===== src/rtl/clk_rst_sequencer.sv =====
// Staged power-on/software reset sequencer with a runtime-programmable 50% duty divided clock.
// Reset stages release in ascending order; the divider runs independently of the software reset.
module clk_rst_sequencer #(
  parameter int unsigned NUM_STAGES  = 3,
  parameter int unsigned HOLD_CYCLES = 100,
  parameter int unsigned STAGE_GAP   = 16,
  parameter int unsigned DIV_WIDTH   = 8
) (
  input  logic                  clk,
  input  logic                  rst,
  input  logic                  sw_rst_req,
  input  logic [DIV_WIDTH-1:0]  div_val,
  output logic [NUM_STAGES-1:0] rst_n_out,
  output logic                  seq_done,
  output logic                  clk_div_out,
  output logic                  clk_div_en
);

  localparam int unsigned HOLD_W = (HOLD_CYCLES > 1) ? $clog2(HOLD_CYCLES) : 1;
  localparam int unsigned GAP_W  = (STAGE_GAP > 1) ? $clog2(STAGE_GAP) : 1;

  localparam logic [HOLD_W-1:0]     HOLD_LAST    = HOLD_W'(HOLD_CYCLES - 1);
  localparam logic [GAP_W-1:0]      GAP_LAST     = GAP_W'(STAGE_GAP - 1);
  localparam logic [NUM_STAGES-1:0] STAGE_ONE    = NUM_STAGES'(1);
  localparam logic [NUM_STAGES-1:0] ALL_RELEASED = '1;

  typedef enum logic [1:0] {
    HOLD,
    RELEASE,
    RUN
  } state_e;

  state_e                state_q, state_d;
  logic [HOLD_W-1:0]     hold_cnt_q, hold_cnt_d;
  logic [GAP_W-1:0]      gap_cnt_q, gap_cnt_d;
  logic [NUM_STAGES-1:0] rst_n_q, rst_n_d;
  logic                  done_q, done_d;
  logic [DIV_WIDTH-1:0]  div_cnt_q, div_cnt_d;
  logic [DIV_WIDTH-1:0]  div_lat_q, div_lat_d;
  logic                  clk_div_q, clk_div_d;
  logic                  clk_div_en_q, clk_div_en_d;
  logic [NUM_STAGES-1:0] rst_n_shift;

  // Shifting a 1 in from the bottom releases the next-higher stage and never re-asserts a lower one.
  assign rst_n_shift = (rst_n_q << 1) | STAGE_ONE;

  always_comb begin
    // NOTE: every next-state signal gets its hold value first so no path through the case infers a latch.
    state_d    = state_q;
    hold_cnt_d = hold_cnt_q;
    gap_cnt_d  = gap_cnt_q;
    rst_n_d    = rst_n_q;
    done_d     = done_q;

    if (sw_rst_req) begin
      state_d    = HOLD;
      hold_cnt_d = '0;
      gap_cnt_d  = '0;
      rst_n_d    = '0;
      done_d     = 1'b0;
    end else begin
      unique case (state_q)
        HOLD: begin
          if (hold_cnt_q == HOLD_LAST) begin
            hold_cnt_d = '0;
            rst_n_d    = rst_n_shift;
            if (rst_n_shift == ALL_RELEASED) begin
              state_d = RUN;
              done_d  = 1'b1;
            end else begin
              state_d = RELEASE;
            end
          end else begin
            hold_cnt_d = hold_cnt_q + 1'b1;
          end
        end
        RELEASE: begin
          if (gap_cnt_q == GAP_LAST) begin
            gap_cnt_d = '0;
            rst_n_d   = rst_n_shift;
            if (rst_n_shift == ALL_RELEASED) begin
              state_d = RUN;
              done_d  = 1'b1;
            end
          end else begin
            gap_cnt_d = gap_cnt_q + 1'b1;
          end
        end
        RUN: begin
        end
        default: state_d = HOLD;
      endcase
    end
  end

  // Divisor is re-latched only on a toggle so a mid-period change cannot shorten the current half.
  always_comb begin
    div_cnt_d    = div_cnt_q + 1'b1;
    div_lat_d    = div_lat_q;
    clk_div_d    = clk_div_q;
    clk_div_en_d = 1'b0;
    if (div_cnt_q == div_lat_q) begin
      div_cnt_d    = '0;
      div_lat_d    = div_val;
      clk_div_d    = ~clk_div_q;
      clk_div_en_d = ~clk_div_q;
    end
  end

  // NOTE: state registers use non-blocking assignments so every flop samples pre-edge values.
  always_ff @(posedge clk) begin
    if (rst) begin
      state_q      <= HOLD;
      hold_cnt_q   <= '0;
      gap_cnt_q    <= '0;
      rst_n_q      <= '0;
      done_q       <= 1'b0;
      div_cnt_q    <= '0;
      div_lat_q    <= div_val;
      clk_div_q    <= 1'b0;
      clk_div_en_q <= 1'b0;
    end else begin
      state_q      <= state_d;
      hold_cnt_q   <= hold_cnt_d;
      gap_cnt_q    <= gap_cnt_d;
      rst_n_q      <= rst_n_d;
      done_q       <= done_d;
      div_cnt_q    <= div_cnt_d;
      div_lat_q    <= div_lat_d;
      clk_div_q    <= clk_div_d;
      clk_div_en_q <= clk_div_en_d;
    end
  end

  assign rst_n_out   = rst_n_q;
  assign seq_done    = done_q;
  assign clk_div_out = clk_div_q;
  assign clk_div_en  = clk_div_en_q;

endmodule


===== config.mk =====
export PLATFORM = sky130hd
export DESIGN_NAME = clk_rst_sequencer
export DESIGN_NICKNAME = d
export VERILOG_FILES = /design/src/rtl/clk_rst_sequencer.sv
export SDC_FILE = /design/constraint.sdc
export NUM_CORES = 1
export LEC_CHECK = 0
export ABC_AREA = 1
export BUFFER_PORTS_ARGS = -buffer_cell sky130_fd_sc_hd__buf_2
export CAP_MARGIN = 20
export CORE_MARGIN = 2
export CORE_UTILIZATION = 61
export CTS_CLUSTER_SIZE = 30
export DETAILED_ROUTE_END_ITERATION = 8
export GPL_ROUTABILITY_DRIVEN = 0
export MAX_ROUTING_LAYER = met4
export PLACE_DENSITY = 0.83
export SETUP_SLACK_MARGIN = 0.5
export SYNTH_ARGS = -nofsm -noshare
export SYNTH_HDL_FRONTEND = slang
export SYNTH_SLANG_ARGS = --single-unit
export TNS_END_PERCENT = 5

===== constraint.sdc =====
create_clock -name clk -period 1.92 [get_ports clk]
set_input_delay 0 -clock clk [delete_from_list [all_inputs] [get_ports clk]]
set_output_delay 0 -clock clk [all_outputs]
set_load 0.005 [all_outputs]

# Yosys cells after proc, flatten, opt, wreduce, memory -nomap -nowiden
# Index checks and enable logic that the tools add are counted.
# W data, S select, Z words.
[classes] add_sub_neg=3 n_eq_ne=9 n_mux=16 bitwise_logic=3 n_reduce_logical=8
[ops] operator="$mux W8" n=2
[ops] operator="$add A8 B1 Y8 const B" n=1
[ops] operator="$eq A8 B8 Y1" n=1
[ops] operator="$mux W2" n=4
[ops] operator="$add A7 B1 Y7 const B" n=1
[ops] operator="$eq A7 B7 Y1 const B" n=1
[ops] operator="$mux W7" n=1
[ops] operator="$mux W3" n=2
[ops] operator="$ne A2 B2 Y1 const B" n=3
[ops] operator="$pmux W2 S3" n=1
[ops] operator="$pmux W3 S2" n=1
[ops] operator="$reduce_or A2 Y1" n=3
[ops] operator="$add A4 B1 Y4 const B" n=1
[ops] operator="$eq A2 B2 Y1 const B" n=2
[ops] operator="$eq A4 B4 Y1 const B" n=1
[ops] operator="$mux W4" n=1
[ops] operator="$reduce_and A4 Y1" n=1
[ops] operator="$reduce_bool A2 Y1" n=2
[ops] operator="$mux W1" n=3
[ops] operator="$not A1 Y1" n=3
[ops] operator="$reduce_and A3 Y1" n=1
[ops] operator="$eq A2 B1 Y1 const B" n=1
[ops] operator="$logic_not A2 Y1" n=1
[ops] operator="$pmux W1 S2" n=1
[totals] register_bits=35 input_bits=11 output_inout_bits=6 word_cells=48

# Logic depth before layout (Yosys ltp)
# Gate-level depths: netlist (run 1).
[depth] ltp_word=4 mapped_depth=8 depth_no_buf=8

# Worst setup path after synthesis (run 1)
# OpenSTA, ideal clock, no wires.
[synth_timing] kind="flip-flop to flip-flop" startpoint="register div_lat_q[0]" endpoint="register div_lat_q[0], enable pin" setup_ps=328 arrival_ps=973 t_required_ps=1592 setup_slack_ps=619 path_stages_with_launch=6 n_path_buf=0 synth_period_minus_slack_ps=1301 cell_sequence="edfxtp_1 xnor2_1 nand2_1 nor2_1 nand2_1 nand2_2"
[synth_via] elab_chain_cells=2
[synth_lines] element="start, declared" line_no="39" text="logic [DIV_WIDTH-1:0] div_lat_q, div_lat_d;"
[synth_lines] element="start signal, assigned" line_no="119" text="div_lat_q <= div_val;"
[synth_lines] element="start signal, assigned" line_no="129" text="div_lat_q <= div_lat_d;"
[synth_lines] element="$eq A8 B8 Y1" line_no="102" text="if (div_cnt_q == div_lat_q) begin"
[synth_lines] element="$reduce_bool A2 Y1 (no line)"
# Every way passes these cells.
# A chain may end at the register's enable or synchronous reset.

# Worst setup path after layout (run 1)
[layout_timing] startpoint="register div_lat_q[1]" endpoint="register div_lat_q[2], enable pin"
# The elaborated chain is that of the path after synthesis.

==> results.yml, run 1 <==
cts:
  clkSlewWorstSetupHoldPaths_ps: 100
  cts_tree: "yes"
  clk_path_buf_depth: 2
  numCtsBuffers: 5
  h-tree-depth: 2
  cts-root-buf: "clkbuf_4"
  clock_latency_ps: 330
  cts_setup_buffers: 0
  clkSinkCount: 35
setup_path:
  start_kind: "flip-flop"
  crit_top_cell: "nand2_1"
  cp_max_fo: 8
  path_delay_family: "simple AND/OR/NAND/NOR gates"
  critical_path_class: "flip-flop to flip-flop"
  cp_num_buf_inv: 1
  worst_setup_path_end_kind: "flip-flop"
  crit_arrival_ps: 1400
  cp_slowest_cell: "edfxtp_1"
  cp_data_required_time_ps: 1960
  worstPathCellList: "inv_1 > nand2_1 > nand2_1 > nand2_1 > nor2_2 > nand2_2 > nand2_4"
  slowest_delay_ps: 390
sta:
  clock.fmax_mhz: 736
  skew_ps: 6.31
  period_minus_slack_ps: 1360
  fin_crit_sh_pct: 70.7
  hold_viol: 0
  setup_tns_ps: 0
  worstMarginPinSlew_ps: 260
  setup_viol: 0
  whs_ps: 11.6
  grt_setup_unrepaired: "false"
  max_slew_margin_pct: 82.6
  timing.final.ws_setup_ps: 562
  drv_slew: 0
logic_synthesis:
  synth.avg_cell_area_um2: 8.68
  synth.distinct_cells: 24
  synthTopCellsByArea: "dfxtp_1, edfxtp_1, nand2_1"
  synthesis.nets: 190
  synth_seq_area_share_pct: 51.1
  synth_common_cells: "nand2_1, dfxtp_1, nor2_1"
  syn_inst: 176
  synth-edff-count: 8
  yosys_most_used_dff: "dfxtp_1"
  yosysMostFrequentCell: "nand2_1"
  async_flop_share_pct: 0
  ys_ff_latch: 35
  yosys.area.top_type: "dfxtp_1"
  yosysWarnings: 0
  netlist_area_mm2: 0.00153
  synth_top_area_share_pct: 35.4
drt:
  finalWirelength_mm: 2.95
  ant_nets: 0
  viasPerCell: 5.07
  wire_per_inst_um: 12.2
  drtIter0Drc: 25
  drc: 0
  num_vias: 1223
  drt-pass1-iter-count: 4
pwr:
  sw_frac_of_total_pct: 23.1
  p_sw_w: 0.000287
  power_density_mw_per_mm2: 685
  power_frac_seq_pct: 63.1
  peakVddDrop_v: 0.000613
  pwr-share-comb_pct: 6.6
  p_int_w: 0.000954
  finalPower_w: 0.00124
  leakage_nw: 0.777
  clkPwrFrac_pct: 30.3
place:
  port_buffers: 16
  dp_slack_ps: 415
  dp_hpwl_mm: 2.02
final_layout:
  seqCellArea_um2: 781
  final_layout_size_suffix_gt1_share_pct: 18.0
  diodes: 0
  area.growth.synth_to_final_pct: 18.6
  fill_cells: 174
  fin_nets: 224
  multi_input_area_um2: 667
global_route:
  antenna_found_initial: 0
  met1_usage_pct: 26.7
  grt_overflow: 0
  track_usage_pct: 23.3
  grt_pass1_vias: 1097
  grt_pass1_wl_mm: 4.60
  grt.busiest_layer: "met2"
  grt_use_met3_pct: 5.83
  grt_max_degree: 11
  grt_util_met2_pct: 38.6
die:
  core_area_mm2: 0.00243
  dieArea_mm2: 0.00292
  die_h_um: 54.0
  num_rows: 18
  die_w_um: 54.0
  start_util_pct: 62.8
  io_pins: 17
job:
  maxCapViolations: 0
outcome:
  status: "completed"
worst_hold_path:
  hold_path_class: "input pin to flip-flop"
## metal layers
layer  routed length [um]  share of wire [%]  up-vias
li1                     -                  -      633
met1                 1300                 44      558
met2                 1500                 51       25
met3                  105                3.6        7
met4                   45                1.5        0
met5                    0                  0        -
## worst register-to-register path, cell delays in order (launching register included)
cell and delay, ps:
edfxtp_1 390, inv_1 80, nand2_1 60, nand2_1 70, nand2_1 70, nor2_2 140
nand2_2 110, nand2_4 140
## metrics by stage
| step | utilization (%) | cell area (um^2) | std cells |
|---|---|---|---|
| floorplan | - | 1530 | 176 |
| global placement | 67.6 | 1650 | 222 |
| detailed placement | 67.6 | 1650 | 222 |
| CTS | 74.4 | 1810 | 241 |
| global route | 74.5 | 1810 | 241 |
| finish | 74.5 | 1810 | 241 |
## cell families after synthesis
family | synth area share (%)
AND/OR/NAND/NOR | 26.2
flip-flops | 51.1
buffers and inverters | 6.31
AO/OA/AOI/OAI | 5.90
XOR/XNOR | 8.03
adder cells (fa/ha/maj) | 2.46
## area by class of cell
type | count | share of cell area [%]
well taps | 30 | 2.07
flip-flops and latches | 35 | 43.1
clock inverters | 1 | 0.276
inverters | 25 | 5.32
clock buffers | 7 | 2.49
multi-input cells | 117 | 36.8
repair buffers | 26 | 9.94
## layout by cell type, fill, tap and decap left out, drive strengths merged, types with 6 or more instances in the layout
| master | synthesis | final |
|---|---|---|
| a21oi | 9 | 9 |
| buf | 0 | 16 |
| clkbuf | 0 | 7 |
| dfxtp | 27 | 27 |
| dlygate4sd3 | 0 | 10 |
| edfxtp | 8 | 8 |
| inv | 24 | 24 |
| nand2 | 35 | 36 |
| nand3 | 12 | 12 |
| nor2 | 28 | 28 |
| o21ai | 6 | 6 |
| xnor2 | 7 | 7 |
| xor2 | 7 | 7 |
## power by group through the flow
stage | sequential, W | combinational, W | clock, W
final | 0.000783 | 0.0000823 | 0.000376
after global placement | 0.000799 | 0.0000592 | 0
after floorplan | 0.000797 | 0.0000409 | 0
after global routing | 0.000785 | 0.0000913 | 0.000407
after CTS | 0.000783 | 0.0000795 | 0.000377
after detailed placement | 0.000800 | 0.0000613 | 0
## sequential cells by signal, summed over array words and instances (netlist names)
name	flops
gap_cnt_q	4
hold_cnt_q	7
div_cnt_q	8
div_lat_q	8
state_q	2
rst_n_out	3
seq_done	1
clk_div_out	1
clk_div_en	1
## timing repair
item | 4_1_cts | 5_1_grt
gates resized for setup | 2 | 1
hold buffers | 10 | 0
pin swaps | 1 | 1
setup endpoints to repair | 8 | 8
cloned | 1 | 0
endpoints found under the hold margin | 13 | 0
## worst paths after layout
path	start	end	slack, ps	cells past startpoint
worst max-delay path	div_lat_q[1]	div_lat_q[2]	560	7
worst min-delay path	rst	gap_cnt_q[3]	10	4
worst max register to register	div_lat_q[1]	div_lat_q[2]	560	7
worst min register to register	seq_done	seq_done	470	2
(Power assumes the default switching activity.)
==> run 2: changes to the inputs <==
ABC_AREA = 0   (was 1)
CORE_UTILIZATION = 56   (was 61)
PLACE_DENSITY = 0.77   (was 0.83)
clock period = 1.4 ns   (was 1.92 ns; I/O delays follow)
==> run 2 against run 1 <==
Cell count down 9.5%. The run now ends with setup timing left. Register-to-register slack lost 720 ps. Count of clock-buffer cells in the layout is 1 lower.
==> results.yml, run 2 <==
pwr:
  peakVddDrop_v: 0.000832
  leakage_nw: 0.790
  power_density_mw_per_mm2: 957
  finalPower_w: 0.00186
setup_path:
  worstPathCellList: "xor2_2 > nor4_4 > nand2_1 > mux2_4"
  path_delay_family: "simple AND/OR/NAND/NOR gates"
  r2r_setup_slack_ps: -160
  cp_num_buf_inv: 0
  cp_max_fo: 3
  cp_data_required_time_ps: 1650
  slowest_delay_ps: 430
  start_kind: "flip-flop"
  worst_setup_path_end_kind: "flip-flop"
  crit_arrival_ps: 1810
  critical_path_class: "flip-flop to flip-flop"
  cp_slowest_cell: "edfxtp_1"
sta:
  setup_viol: 20
  clock.fmax_mhz: 641
  fin_crit_sh_pct: 111
  timing.final.ws_setup_ps: -160
  drv_slew: 0
  max_slew_margin_pct: 77.6
  worstMarginPinSlew_ps: 334
  skew_ps: 13.0
  hold_viol: 0
  period_minus_slack_ps: 1560
  grt_setup_unrepaired: "true"
die:
  die_h_um: 54.6
  start_util_pct: 58.5
  dieArea_mm2: 0.00299
  core_area_mm2: 0.00245
  io_pins: 17
  die_w_um: 54.6
  num_rows: 18
logic_synthesis:
  synthMuxAreaShare_pct: 2.18
  async_flop_share_pct: 0
  synth_common_cells: "dfxtp_1, nor2_1, xor2_1"
  synth-edff-count: 8
  syn_inst: 141
  synthAdderAreaFrac_pct: 2.61
  netlist_area_mm2: 0.00144
  synthesis.nets: 155
  yosysWarnings: 0
  synth-simple-area-share_pct: 21.8
  synth_top_area_share_pct: 37.6
  synthTopCellsByArea: "dfxtp_1, edfxtp_1, xor2_1"
  yosys.area.top_type: "dfxtp_1"
  synth.avg_cell_area_um2: 10.2
  yosysMostFrequentCell: "dfxtp_1"
  ys_ff_latch: 35
  synthXorXnorAreaFrac_pct: 12.2
  synth_compound_area_share_pct: 5.75
  synth.distinct_cells: 32
  yosys_most_used_dff: "dfxtp_1"
  synth_top_family_by_area: "simple AND/OR/NAND/NOR gates"
  synth_seq_area_share_pct: 54.4
drt:
  num_vias: 1141
  drc: 0
  wire_per_inst_um: 14.3
  drt-pass1-iter-count: 4
  viasPerCell: 5.23
  drtIter0Drc: 22
  ant_nets: 0
  finalWirelength_mm: 3.11
global_route:
  grt_overflow: 0
  grt_pass1_vias: 1003
  grt_pass1_wl_mm: 4.33
  track_usage_pct: 22.5
  grt_max_degree: 14
  antenna_found_initial: 0
cts:
  cts_tree: "yes"
  h-tree-depth: 2
  numCtsBuffers: 5
  cts_setup_buffers: 0
  cts-root-buf: "clkbuf_4"
  clock_latency_ps: 340
  clkSlewWorstSetupHoldPaths_ps: 110
  clk_path_buf_depth: 2
  clkSinkCount: 35
worst_hold_path:
  hold_path_class: "input pin to flip-flop"
final_layout:
  diodes: 0
  final_cell_area_mm2: 0.00194
  fill_cells: 150
  reg_top3: "div_cnt_q x8, div_lat_q x8, hold_cnt_q x7"
  seqCellArea_um2: 798
  multi_input_area_um2: 736
  fin_nets: 201
  mostFrequentLayoutCells: "nor2_1, dfxtp_1, buf_2"
  area.growth.synth_to_final_pct: 35.2
  final_common_cell: "nor2_1"
  final_layout_size_suffix_gt1_share_pct: 38.3
place:
  port_buffers: 16
  dp_hpwl_mm: 1.97
  dpl_cell_area_mm2: 0.00166
  dp_slack_ps: -210
outcome:
  violations: "setup timing"
  status: "complete, but fails checks"
job:
  maxCapViolations: 0
==> run 2: changes by cell type after synthesis, sizes merged, moves of 2 or more <==
| cell | before | now |
|---|---|---|
| and2b | 0 | 2 |
| and3 | 0 | 4 |
| inv | 24 | 2 |
| mux2i | 0 | 2 |
| nand2 | 35 | 11 |
| nand2b | 0 | 2 |
| nand3 | 12 | 4 |
| nor2 | 28 | 25 |
| nor4 | 0 | 2 |
| o21ai | 6 | 2 |
| xor2 | 7 | 14 |
==> run 2: routing by layer <==
layer	vias to the layer above	GRT usage, %	wire length, um
met1	530	25.5	1350
met5	-	-	0
met4	0	10.0	38
met2	33	37.3	1580
met3	6	5.74	141
li1	572	-	-
==> run 2: area by class of cell <==
type                    count  area share, %
inverters                   2          0.387
flip-flops and latches     35           41.1
multi-input cells         103           37.9
repair buffers             40           14.8
clock buffers               6           3.22
well taps                  30           1.93
clock inverters             2          0.709
==> run 2: where the power goes <==
part           switching [W]  internal, W
logic              0.0000632    0.0000718
registers          0.0000157      0.00105
clock network       0.000350     0.000304
total               0.000429      0.00143
==> run 2: path summary, 6_finish.rpt <==
check,to,cells after the start,startpoint
setup / recovery,clk_div_out,4,div_lat_q[3]
hold / removal,clk_div_out,3,rst
setup reg to reg,clk_div_out,4,div_lat_q[3]
hold reg to reg,seq_done,2,seq_done
==> run 2: cells by family after synthesis <==
family	Yosys count
flip-flops	35
multiplexers	3
buffers and inverters	4
XOR/XNOR	20
AO/OA/AOI/OAI	14
adder cells (fa/ha/maj)	3
AND/OR/NAND/NOR	62
==> run 2: worst register-to-register path, delay by kind of cell (launching register included) <==
family,cells,cell delay [ps]
xor+xnor,1,190
flops,1,430
mux,1,320
simple gates,2,530
==> run 2: repair_timing <==
action                     CTS  global route
hold buffers                 9             0
setup endpoints to repair   35            37
gates resized for setup     21            12
pin swaps                   16            13
gates cloned                 1             0
hold endpoints to repair     9             0
==> run 2: through the flow <==
step           util, %  hold slack [ps]  TNS, ps  cells
4_1_cts           77.4             49.4    -1680    218
3_3_place_gp      67.5              177    -1280    200
2_1_floorplan        -             76.8     -321    141
6_report          79.1             49.9    -2190    218
5_1_grt           79.1             51.5    -3050    218
3_5_place_dp      67.5              179    -3020    200
